$ cat src/rtl/if_queue_if.sv
// ============================================================================
// Module      : if_queue_if
// Description : Handshake bundle between the fetch stage, the IF->ID queue and
//               the decode stage. The master side is the fetch/decode
//               pipeline; the slave side is the queue itself.
// Revision    : 1.0 - initial release
// ============================================================================
`default_nettype none

interface if_queue_if #(
    parameter int CW = 3
);
    // Fetch -> queue
    logic          IF_over;
    logic [65:0]   IF_ID_bus;
    logic          IF_allow_in;

    // Queue -> decode
    logic          ID_allow_in;
    logic          ID_valid;
    logic [65:0]   ID_bus;

    // Pipeline control and status
    logic          flush;
    logic [CW-1:0] q_count;

    // Pipeline side: drives fetch results, decode acceptance and flush.
    modport master (
        output IF_over,
        output IF_ID_bus,
        output ID_allow_in,
        output flush,
        input  IF_allow_in,
        input  ID_valid,
        input  ID_bus,
        input  q_count
    );

    // Queue side.
    modport slave (
        input  IF_over,
        input  IF_ID_bus,
        input  ID_allow_in,
        input  flush,
        output IF_allow_in,
        output ID_valid,
        output ID_bus,
        output q_count
    );
endinterface

`default_nettype wire

$ cat src/rtl/if_queue.sv
// ============================================================================
// Module      : if_queue
// Description : Circular-buffer instruction queue between IF and ID.
//               DEPTH entries of {pc, inst, fetch_error, delay_slot}.
//               flush discards every queued entry and wins over push/pop.
//               Optional macro IFQ_BYPASS_EN: when the queue is empty and
//               decode is ready, the fetched entry is forwarded to ID in the
//               same cycle without being written into the buffer.
// Revision    : 1.0 - initial release
// ============================================================================
`default_nettype none

module if_queue #(
    parameter int DEPTH = 4,   // power of two, 2..16
    parameter int CW    = 3    // $clog2(DEPTH)+1
) (
    input  wire logic   clk,
    input  wire logic   resetn,
    if_queue_if.slave   q_if
);

    localparam int AW = $clog2(DEPTH);

    // Storage is never reset: ID_bus is gated by ID_valid so stale data
    // is never visible.
    logic [65:0]   mem_q [DEPTH];

    logic [AW-1:0] rd_ptr_q, rd_ptr_d;
    logic [AW-1:0] wr_ptr_q, wr_ptr_d;
    logic [CW-1:0] count_q,  count_d;

    logic          w_stored_valid;
    logic          w_full;
    logic          w_allow_in;
    logic          w_push;
    logic          w_pop;
    logic          w_bypass;

    // Occupancy flags and the push/pop handshakes.
    always_comb begin
        w_stored_valid = (count_q != '0);
        w_full         = (count_q == CW'(DEPTH));
        // No pop credit when full: a full queue refuses pushes outright.
        w_allow_in     = ~w_full;
`ifdef IFQ_BYPASS_EN
        // Empty queue with decode ready: forward directly, store nothing.
        w_bypass       = ~w_stored_valid & q_if.IF_over & q_if.ID_allow_in
                         & ~q_if.flush;
`else
        w_bypass       = 1'b0;
`endif
        w_push         = q_if.IF_over & w_allow_in & ~q_if.flush & ~w_bypass;
        w_pop          = w_stored_valid & q_if.ID_allow_in & ~q_if.flush;
    end

    // Output side: head entry gated by valid (or the bypassed fetch entry).
    always_comb begin
        q_if.IF_allow_in = w_allow_in;
        q_if.q_count     = count_q;
`ifdef IFQ_BYPASS_EN
        q_if.ID_valid    = w_stored_valid | w_bypass;
        if (w_stored_valid) begin
            q_if.ID_bus = mem_q[rd_ptr_q];
        end else if (w_bypass) begin
            q_if.ID_bus = q_if.IF_ID_bus;
        end else begin
            q_if.ID_bus = 66'd0;
        end
`else
        // Only registered state reaches ID: minimum latency is one cycle.
        q_if.ID_valid    = w_stored_valid;
        q_if.ID_bus      = w_stored_valid ? mem_q[rd_ptr_q] : 66'd0;
`endif
    end

    // Next-state for pointers and occupancy; flush clears everything.
    always_comb begin
        rd_ptr_d = rd_ptr_q;
        wr_ptr_d = wr_ptr_q;
        count_d  = count_q;
        if (q_if.flush) begin
            rd_ptr_d = '0;
            wr_ptr_d = '0;
            count_d  = '0;
        end else begin
            // Pointers wrap naturally because DEPTH is a power of two.
            if (w_push) begin
                wr_ptr_d = wr_ptr_q + AW'(1);
            end
            if (w_pop) begin
                rd_ptr_d = rd_ptr_q + AW'(1);
            end
            case ({w_push, w_pop})
                2'b10:   count_d = count_q + CW'(1);
                2'b01:   count_d = count_q - CW'(1);
                default: count_d = count_q;
            endcase
        end
    end

    // Pointer and occupancy registers, cleared asynchronously by resetn.
    always_ff @(posedge clk or negedge resetn) begin
        if (!resetn) begin
            rd_ptr_q <= '0;
            wr_ptr_q <= '0;
            count_q  <= '0;
        end else begin
            rd_ptr_q <= rd_ptr_d;
            wr_ptr_q <= wr_ptr_d;
            count_q  <= count_d;
        end
    end

    // Write the fetched entry at the write pointer on an accepted push.
    always_ff @(posedge clk) begin
        if (w_push) begin
            mem_q[wr_ptr_q] <= q_if.IF_ID_bus;
        end
    end

endmodule

`default_nettype wire
$ cat src/flat_wrapper.sv
// flat-port wrapper written by rule: the top's interface ports become plain ports
module if_queue_flat 
#(
    parameter int DEPTH = 4,                         
    parameter int CW    = 3                      
)
  (clk, resetn, q_if_IF_over, q_if_IF_ID_bus, q_if_ID_allow_in, q_if_flush, q_if_IF_allow_in, q_if_ID_valid, q_if_ID_bus, q_if_q_count);
  if_queue_if #(.CW(CW)) q_if_i ();
  input  wire logic clk;
  input  wire logic resetn;
  input wire logic [$bits(q_if_i.IF_over)-1:0] q_if_IF_over;
  input wire logic [$bits(q_if_i.IF_ID_bus)-1:0] q_if_IF_ID_bus;
  input wire logic [$bits(q_if_i.ID_allow_in)-1:0] q_if_ID_allow_in;
  input wire logic [$bits(q_if_i.flush)-1:0] q_if_flush;
  output wire logic [$bits(q_if_i.IF_allow_in)-1:0] q_if_IF_allow_in;
  output wire logic [$bits(q_if_i.ID_valid)-1:0] q_if_ID_valid;
  output wire logic [$bits(q_if_i.ID_bus)-1:0] q_if_ID_bus;
  output wire logic [$bits(q_if_i.q_count)-1:0] q_if_q_count;
  assign q_if_i.IF_over = q_if_IF_over;
  assign q_if_i.IF_ID_bus = q_if_IF_ID_bus;
  assign q_if_i.ID_allow_in = q_if_ID_allow_in;
  assign q_if_i.flush = q_if_flush;
  assign q_if_IF_allow_in = q_if_i.IF_allow_in;
  assign q_if_ID_valid = q_if_i.ID_valid;
  assign q_if_ID_bus = q_if_i.ID_bus;
  assign q_if_q_count = q_if_i.q_count;
  if_queue #(.DEPTH(DEPTH), .CW(CW)) u_core (.clk(clk), .resetn(resetn), .q_if(q_if_i));
endmodule
$ cat config.mk
export PLATFORM = sky130hd
export DESIGN_NAME = if_queue_flat
export DESIGN_NICKNAME = d
export VERILOG_FILES = /design/src/rtl/if_queue_if.sv /design/src/rtl/if_queue.sv /design/src/flat_wrapper.sv
export SDC_FILE = /design/constraint.sdc
export NUM_CORES = 1
export LEC_CHECK = 0
export ABC_AREA = 1
export BUFFER_PORTS_ARGS = -buffer_cell sky130_fd_sc_hd__buf_2
export CORE_MARGIN = 4
export CORE_UTILIZATION = 57
export CTS_CLUSTER_SIZE = 20
export DETAILED_ROUTE_END_ITERATION = 10
export PLACE_DENSITY = 0.81
export RECOVER_POWER = 50
export SLEW_MARGIN = 5
export SYNTH_ARGS = -nofsm -noshare
export SYNTH_HDL_FRONTEND = slang
export SYNTH_SLANG_ARGS = --single-unit
$ cat constraint.sdc
create_clock -name clk -period 5.38 [get_ports clk]
set_input_delay 1.076 -clock clk [delete_from_list [all_inputs] [get_ports clk]]
set_output_delay 1.076 -clock clk [all_outputs]
set_load 0.02 [all_outputs]
==> impl_results.md, run 1 <==
- Drt initial violations: 474
- TritonCTS Sinks: 271
- Initial antenna violation count: 0
- Cell Pwr Density: 493 mW/mm2
- Post-Place Cells: approximately 1200
- CTS Hold Bufs: 0
- Nets: between 1000 and 1500
- RSZ-0062 raised after global routing: false
- Actual slew at the worst max-slew pin: 2.25 ns
- DP Worst Slack: 1.81 ns
- Post-synth cell types: 23
- WP data required: between 4 and 5 ns
- DRC violations left: 0
- Total CTS buffers: 26
- Final HPWL DP: about 12 mm
- Syn Inst Count: between 800 and 900
- Via count: 6772
- Post-Syn Area: 0.0107 mm2
- Worst hold margin: between 0.4 and 0.5 ns
- Yosys reg bits: ~270
- Post-DRT Antenna Nets: 0
- Status: finished, violations left
- Leading cell type in the layout, fill and taps excluded: nor2_1
- Minimum clock period: 4.15 ns
- Post-CTS sizing: 0
- Syn_area_per_cell: 12.7 um2
- CTS tree: done
- Highest Clock Rate: 241 MHz
- Die Width: between 100 and 150 um
- Vert. Die Dim: 145 um
- Clock root buffer: clkbuf_16
- Post-CTS Setup Bufs: 0
- Pins Over Slew Limit: 47
- Core Util, Final: 0.670
- HP Class: input pin to async pin
- Filler instances: 1306
- Final hold vios: 0
- Final setup margin: 1.23 ns
- Grt ovf: 0
- PortBufs: 141
- Final worst path period share: 0.772
- Ratio of cells with drive above 1 in the final layout: 0.124
- TritonRoute pass-1 iters: 5
- Syn_nets: between 900 and 1000
- Crit-path max FO: 133
- Largest net degree at the start of global routing: approximately 130
- Critical path launch point type: flip-flop
- Detailed Route WL: 22.2 mm
- P_leak: ~4.3 nW
- First-pass GRT wire length: 33.9 mm
- WS Path Type: flip-flop to output pin
- Tot GR Track Use: 0.209
- Failing checks: max-capacitance violations, max-slew violations
- Multi-input logic area: 0.00224 mm2
- CP arrival: between 3 and 4 ns
- Max Root-Sink Buffers: 3
- Yosys warns: 0
- Ports: 142
- Number of diodes: 0
- Post-synthesis sequential area ratio: 0.759
- Die area: 0.0210 mm2
- Initial Util: 0.587
- FF/Latch Area: 0.00811 mm2
- GPL Wtd Cong: 0.796
- Final setup vio count: 0
- Number of global-route vias before repair: 6599
- Core Footprint: 0.0182 mm2
- Clk Latency, worst-skew pair: 0.52 ns
- Setup TNS: 0 ns
- Clock transition at path regs: 0.06 ns
- Max-slew headroom: -0.507
- Max-cap viol count: 2
- # rows: 49
- # H-tree levels: 1
- Avg Vias per Cell: ~5.6
- VDD IR-drop max: between 0.3 and 0.4 mV
- R2r setup slk: 1.62 ns
- Post-route clock skew: 0.0117 ns
- Routed len/inst: between 15 and 20 um
- CP Capture Type: output pin
- Commonest cells after routing, fill and taps aside: nor2_1 (269), edfxtp_1 (264), o21ai_0 (102)
- Final std cells w/o fill: 1219
- Area grow syn2layout: 14.3%
-- cells in the mapped netlist (all sizes together) --
cell / instances / area (um2)
ha: 4 / 50.1
nand3: 2 / 10.0
clkbuf: 16 / 67.6
xnor2: 1 / 8.76
a21boi: 1 / 7.51
dfrtp: 7 / 175
fa: 1 / 20.0
edfxtp: 264 / 7930
buf: 34 / 223
nor2: 271 / 1020
a21oi: 69 / 345
o21ai: 136 / 681
inv: 14 / 55.1
nand2: 22 / 87.6
-- logic make-up after synthesis --
family          after synthesis  share of synthesized area
simple gates                295                      0.105
xor+xnor                      1                   0.000820
compound gates              206                     0.0968
buf+inv                      64                     0.0323
fa+ha+maj                     5                    0.00656
flops                       271                      0.759
-- final cells by class --
type	instances	area share
flip-flops and latches	271	0.664
multi-input cells	507	0.183
repair buffers	150	0.0592
clock buffers	36	0.0589
well taps	229	0.0235
clock inverters	12	0.00646
inverters	14	0.00451
-- where the power goes --
part | internal [mW] | switching, mW | total [mW]
clock | 0.978 | 0.705 | 1.68
combinational | 0.501 | 1.30 | 1.80
sequential | 2.45 | 0.0856 | 2.54
-- worst max-delay path, cell delays in order, from the launching register on --
cell and delay [ns]:
dfrtp_4 0.72, inv_4 0.88, o21ai_0 0.26, a21oi_1 0.26, buf_2 0.21
-- path summary, 6_finish.rpt --
kind                                          end  cells past startpoint                    from
setup / recovery                  q_if_ID_bus[34]                      4      u_core.rd_ptr_q[0]
hold / removal             u_core.q_if.q_count[1]                      1                  resetn
setup reg to reg               u_core.mem_q[3][8]                      7  u_core.q_if.q_count[0]
hold reg to reg            u_core.q_if.q_count[1]                      2  u_core.q_if.q_count[1]
max in group asynchronous      u_core.rd_ptr_q[0]                      1                  resetn
min in group clk           u_core.q_if.q_count[1]                      2  u_core.q_if.q_count[1]
-- per-layer routing --
layer	share of wire	routed length, um	up-vias	track usage
met5	0	0	-	0
met4	0.018	398	0	0.0555
met3	0.072	1600	34	0.0329
met2	0.52	11600	257	0.379
met1	0.39	8620	3249	0.261
li1	-	-	3232	-
-- state kept, by name, indices dropped and copies added, names as in the netlist --
signal               flops
u_core.wr_ptr_q          2
u_core.rd_ptr_q          2
u_core.mem_q           264
u_core.q_if.q_count      3
-- through the flow --
step | total power [mW] | instance area (um2)
after floorplan | 3.84 | 10700
after global placement | 4.37 | 11500
after CTS | 6.09 | 12300
final | 6.02 | 12200
after detailed placement | 4.41 | 11500
after global routing | 6.34 | 12200
Power figures use the tool's default switching activity.
==> run 2, diff against run 1 <==
==> constraint.sdc (replaced) <==
create_clock -name clk -period 3.9 [get_ports clk]
set_input_delay 0.78 -clock clk [delete_from_list [all_inputs] [get_ports clk]]
set_output_delay 0.78 -clock clk [all_outputs]
set_load 0.02 [all_outputs]
==> run 2 against run 1 <==
Net effect:
- the flow now finishes without violations
- wire length rose by 4.3%
- sequential power grew 35%
- first-iteration DRC count is 21% higher
- hold slack worse by 0.33 ns
==> impl_results.md, run 2 (synthesis results as in run 1) <==
- Crit-path leading delay family: buffers and inverters
- Clock transition at path regs: 0.06 ns
- P_leak: 4.36 nW
- Max Root-Sink Buffers: 3
- DRC violations left: 0
- Die area: 0.0210 mm2
- CP Capture Type: output pin
- Highest Clock Rate: 304 MHz
- PortBufs: 141
- Largest register by flop count: u_core.mem_q
- Post-DRT Antenna Nets: 0
- Avg Vias per Cell: 5.58
- Vert. Die Dim: 145 um
- TritonRoute pass-1 iters: 6
- Max-slew headroom: 0.0535
- # H-tree levels: 1
- Post-CTS sizing: 0
- Routed len/inst: 18.9 um
- WP data required: 3.12 ns
- Largest net degree at the start of global routing: 77
- Final worst path period share: 0.844
- Total CTS buffers: 28
- Total chip power: 8.63 mW
- Number of global-route vias before repair: 6854
- RSZ-0062 raised after global routing: false
- Final std cells w/o fill: 1228
- WS Path Type: flip-flop to output pin
- Crit-path slowest cell: inv_4
- Actual slew at the worst max-slew pin: 1.42 ns
- Clk Latency, worst-skew pair: 0.53 ns
- Initial Util: 0.587
- Crit-path max FO: 76
- Worst-path cell chain: inv_4, buf_4, o21ai_0, a21oi_1, buf_2
- Ratio of cells with drive above 1 in the final layout: 0.136
- Nets: 1056
- Max-cap viol count: 0
- R2R depth: 7
- Largest stage delay, worst path: 0.54 ns
- Post-Place Cells: 1179
- Post-route clock skew: between 0.01 and 0.015 ns
- Via count: ~6900
- Cell Pwr Density: 698 mW/mm2
- # rows: 49
- Drt initial violations: 575
- Ports: 142
- Status: complete, no violations
- First-pass GRT wire length: 35.9 mm
- Minimum clock period: 3.29 ns
- Clock root buffer: clkbuf_16
- Largest register FFs: 264
- Number of diodes: 0
- Reg2reg end: u_core.mem_q[0][1]
- Leading cell type in the layout, fill and taps excluded: nor2_1
- Final hold vios: 0
- Tot GR Track Use: 0.219
- VDD IR-drop max: 0.464 mV
- Area grow syn2layout: 15.7%
- Final setup vio count: 0
- Grt ovf: 0
- TritonCTS Sinks: 271
- Filler instances: between 1000 and 1500
- Final HPWL DP: 13.4 mm
- HP Class: input pin to async pin
- GPL Wtd Cong: 0.873
- Critical path launch point type: flip-flop
- Buffers & Inverters on Critical Path: 3
- Post-CTS Setup Bufs: 0
- CTS Hold Bufs: 0
- CP arrival: about 2.5 ns
- Pins Over Slew Limit: 0
- CTS tree: done
- Commonest cells after routing, fill and taps aside: nor2_1 (270), edfxtp_1 (264), o21ai_0 (102)
- R2R Path Start: u_core.q_if.q_count[0]
- Core Footprint: 0.0182 mm2
- Detailed Route WL: 23.2 mm
- Die Width: 145 um
- R2r setup slk: 1.00 ns
- Initial antenna violation count: 0
run 2: changes by cell type in the layout (fill, tap and decap cells not counted), sizes merged:
cell / change
buf: +7
clkbuf: -1
clkinv: -1
clkinvlp: +2
bufinv: +2
run 2: layer usage:
layer | wire length, um | track usage
met5 | 0 | 0
met4 | 408 | 0.0525
met3 | 1580 | 0.0335
met2 | 11800 | 0.388
met1 | 9340 | 0.288
run 2: stage by stage:
step / setup slack [ns] / setup TNS (ns) / hold WS (ns) / util / cell area, um2
floorplan: -0.502 / -132.43 / 0.484 / - / 10700
global placement: 1.20 / 0 / 0.555 / 0.636 / 11600
detailed placement: 1.16 / 0 / 0.572 / 0.636 / 11600
CTS: 0.586 / 0 / 0.0552 / 0.685 / 12500
global route: 0.438 / 0 / 0.141 / 0.679 / 12400
finish: 0.609 / 0 / 0.140 / 0.679 / 12400
run 2: layout make-up:
cell class	instances	area [um2]	share of cell area
clock inverters	15	153	0.0124
multi-input cells	507	2230	0.180
clock buffers	34	744	0.0603
flip-flops and latches	271	8110	0.656
well taps	229	287	0.0232
inverters	14	55.1	0.00446
repair buffers	158	779	0.0631
run 2: worst max path at each step:
stage	startpoint	endpoint	slack, ns	cells after the start
finish	u_core.rd_ptr_q[0]	q_if_ID_bus[22]	0.61	5
detailed placement	u_core.rd_ptr_q[0]	q_if_ID_bus[28]	1.16	5
CTS	u_core.rd_ptr_q[0]	q_if_ID_bus[28]	0.59	5
global route	u_core.rd_ptr_q[0]	q_if_ID_bus[63]	0.44	5
global placement	u_core.rd_ptr_q[0]	q_if_ID_bus[28]	1.20	5
floorplan	u_core.q_if.q_count[0]	u_core.mem_q[0][0]	-0.50	6
run 2: where the power goes:
part	leakage (nW)	internal [mW]	switching [mW]
Combinational	1.43	0.719	1.89
Sequential	2.49	3.38	0.0570
Clock	0.440	1.55	1.04
run 2: worst register-to-register path: stages (launching register included):
cell     delay, ns
dfrtp_1       0.43
nor2_1        0.10
nand2_1       0.08
nand2_1       0.11
nor2_1        0.22
inv_1         0.16
nor2_1        0.98
buf_12        0.41
==> run 3, diff against run 2 <==
==> constraint.sdc (replaced) <==
create_clock -name clk -period 3.3 [get_ports clk]
set_input_delay 0.66 -clock clk [delete_from_list [all_inputs] [get_ports clk]]
set_output_delay 0.66 -clock clk [all_outputs]
set_load 0.02 [all_outputs]
==> run 3 against run 2 <==
Net effect:
- utilization is 0.36 points higher
- clock-buffer cell count fell by 4
- wire length decreased by 3.5%
- non-clock buffer count is 2 higher
- worst setup slack worse by 0.26 ns
- via count about the same
- critical path depth is the same
- clock skew grew 0.0035 ns
- sequential share of layout area fell by 0.34 points
- combinational power increased by 20%
- critical path type unchanged
- power rose by 18%
- die area unchanged
- largest power group unchanged
==> impl_results.md, run 3 (synthesis results as in run 1) <==
- Grt ovf: 0
- DRC violations left: 0
- Setup TNS: 0 ns
- Vert. Die Dim: 145 um
- CP Capture Type: output pin
- Max-slew headroom: 0.435
- VDD IR-drop max: 0.507 mV
- Ratio of cells with drive above 1 in the final layout: 0.132
- Commonest cells after routing, fill and taps aside: nor2_1 (267), edfxtp_1 (264), o21ai_0 (102)
- Tot GR Track Use: 0.210
- Drt initial violations: 499
- Crit-path slowest cell: dfrtp_4
- Clk Latency, worst-skew pair: 0.51 ns
- Status: complete, no violations
- Initial Util: 0.587
- TritonRoute pass-1 iters: 5
- Comb pwr share: 0.307
- Post-route clock skew: 0.0170 ns
- Number of global-route vias before repair: 6716
- Cell Pwr Density: approximately 800 mW/mm2
- Die area: 0.0210 mm2
- Final std cells w/o fill: 1231
- Area grow syn2layout: 16.3%
- Largest register by flop count: u_core.mem_q
- Pint: 6.71 mW
- Clock root buffer: clkbuf_16
- P_leak: 4.37 nW
- GPL Wtd Cong: 0.802
- Initial antenna violation count: 1
- Via count: about 6900
- Post-CTS Setup Bufs: 0
- Post-DRT Antenna Nets: 0
- First-pass GRT wire length: around 34 mm
- Largest stage delay, worst path: 0.60 ns
- Nets: 1057
- Actual slew at the worst max-slew pin: 0.848 ns
- Clock transition at path regs: around 0.06 ns
- Minimum clock period: 2.95 ns
- Avg Vias per Cell: ~5.6
- Post-Place Cells: 1180
- Final HPWL DP: 12.6 mm
- Total chip power: between 10 and 15 mW
- Routed len/inst: 18.1 um
- Final setup margin: 0.346 ns
- Detailed Route WL: 22.3 mm
- Crit-path leading delay family: buffers and inverters
- CTS tree: done
- Final hold vios: 0
- Crit-path max FO: 50
- Total CTS buffers: 27
- Switching Fraction: 0.341
- Core Util, Final: 0.682
- Leading cell type in the layout, fill and taps excluded: nor2_1
- # rows: 49
- Max-cap viol count: 0
- Net switching power: 3.48 mW
- Largest register FFs: 264
- Die Width: 145 um
- Core Footprint: 0.0182 mm2
- WP data required: between 2 and 3 ns
- RSZ-0062 raised after global routing: false
- Final setup vio count: 0
- WS Path Type: flip-flop to output pin
- Ports: between 100 and 150
- Max Root-Sink Buffers: 3
- PortBufs: about 140
- # H-tree levels: 1
- Reg power frac: 0.401
- Final worst path period share: 0.895
- Worst-path cell chain: inv_4, buf_4, o21ai_0, a21oi_1, buf_2
- CP arrival: 2.29 ns
- HP Class: input pin to flip-flop
- Highest Clock Rate: 338 MHz
- Clk pwr share: 0.292
- TritonCTS Sinks: roughly 270
- Critical path launch point type: flip-flop
- Buffers & Inverters on Critical Path: 3
- Pins Over Slew Limit: 0
- Largest net degree at the start of global routing: 84
- DP Worst Slack: 0.923 ns
[run 3: cell types whose count changed in the layout (fill, tap and decap cells not counted), sizes merged]
cell / before / now
clkinvlp: 2 / 1
clkinv: 10 / 14
diode: 0 / 1
clkbuf: 105 / 101
dlygate4sd3: 0 / 1
bufinv: 3 / 4
buf: 87 / 88
[run 3: layer usage]
| metal | wire [um] | GRT usage |
|---|---|---|
| met1 | 8960 | 0.278 |
| met2 | 11300 | 0.364 |
| met3 | 1630 | 0.0345 |
| met4 | 434 | 0.0569 |
| met5 | 0 | 0 |
[run 3: layout make-up]
type,count,area [um2]
Timing Repair Buffer,160,848
Antenna cell,1,2.50
Clock inverter,19,181
Sequential cell,271,8110
Clock buffer,30,687
Multi-Input combinational cell,507,2250
Tap cell,229,287
Fill cell,1273,5790
Inverter,14,55.1
[run 3: worst reg2reg max path, delay by kind of cell, from the launching register on]
family                 cells  cell delay [ns]
buffers and inverters      2             0.52
flip-flops                 1             0.42
AND/OR/NAND/NOR            5             1.01
[run 3: final timing paths]
path | start | endpoint | slack [ns] | cells past startpoint
worst max-delay path | u_core.rd_ptr_q[0] | q_if_ID_bus[40] | 0.35 | 5
worst min-delay path | q_if_IF_ID_bus[25] | u_core.mem_q[2][25] | 0.40 | 1
worst max register to register | u_core.q_if.q_count[0] | u_core.mem_q[0][14] | 1.02 | 7
worst min register to register | u_core.q_if.q_count[0] | u_core.q_if.q_count[0] | 0.56 | 1
max in group asynchronous | resetn | u_core.rd_ptr_q[0] | 2.37 | 2
min in group asynchronous | resetn | u_core.rd_ptr_q[0] | 0.61 | 2
[run 3: power groups by stage]
stage / registers [mW] / logic [mW] / clock network [mW]
floorplan: 4.15 / 2.10 / 0
global placement: 4.15 / 3.11 / 0
detailed placement: 4.16 / 3.15 / 0
CTS: 4.09 / 3.18 / 3.03
global route: 4.10 / 3.43 / 3.17
finish: 4.09 / 3.13 / 2.98
[run 3: what timing repair did]
item / 4_1_cts / 5_1_grt
resized for setup: 0 / 0
hold endpoints to repair: 7 / 0
hold buffers: 1 / 0
[run 3: metrics by stage]
stage	hold WS, ns	area [um2]
after floorplan	0.364	10700
after global placement	0.507	11600
after detailed placement	0.507	11600
after CTS	0.339	12500
after global routing	0.401	12400
final	0.397	12400
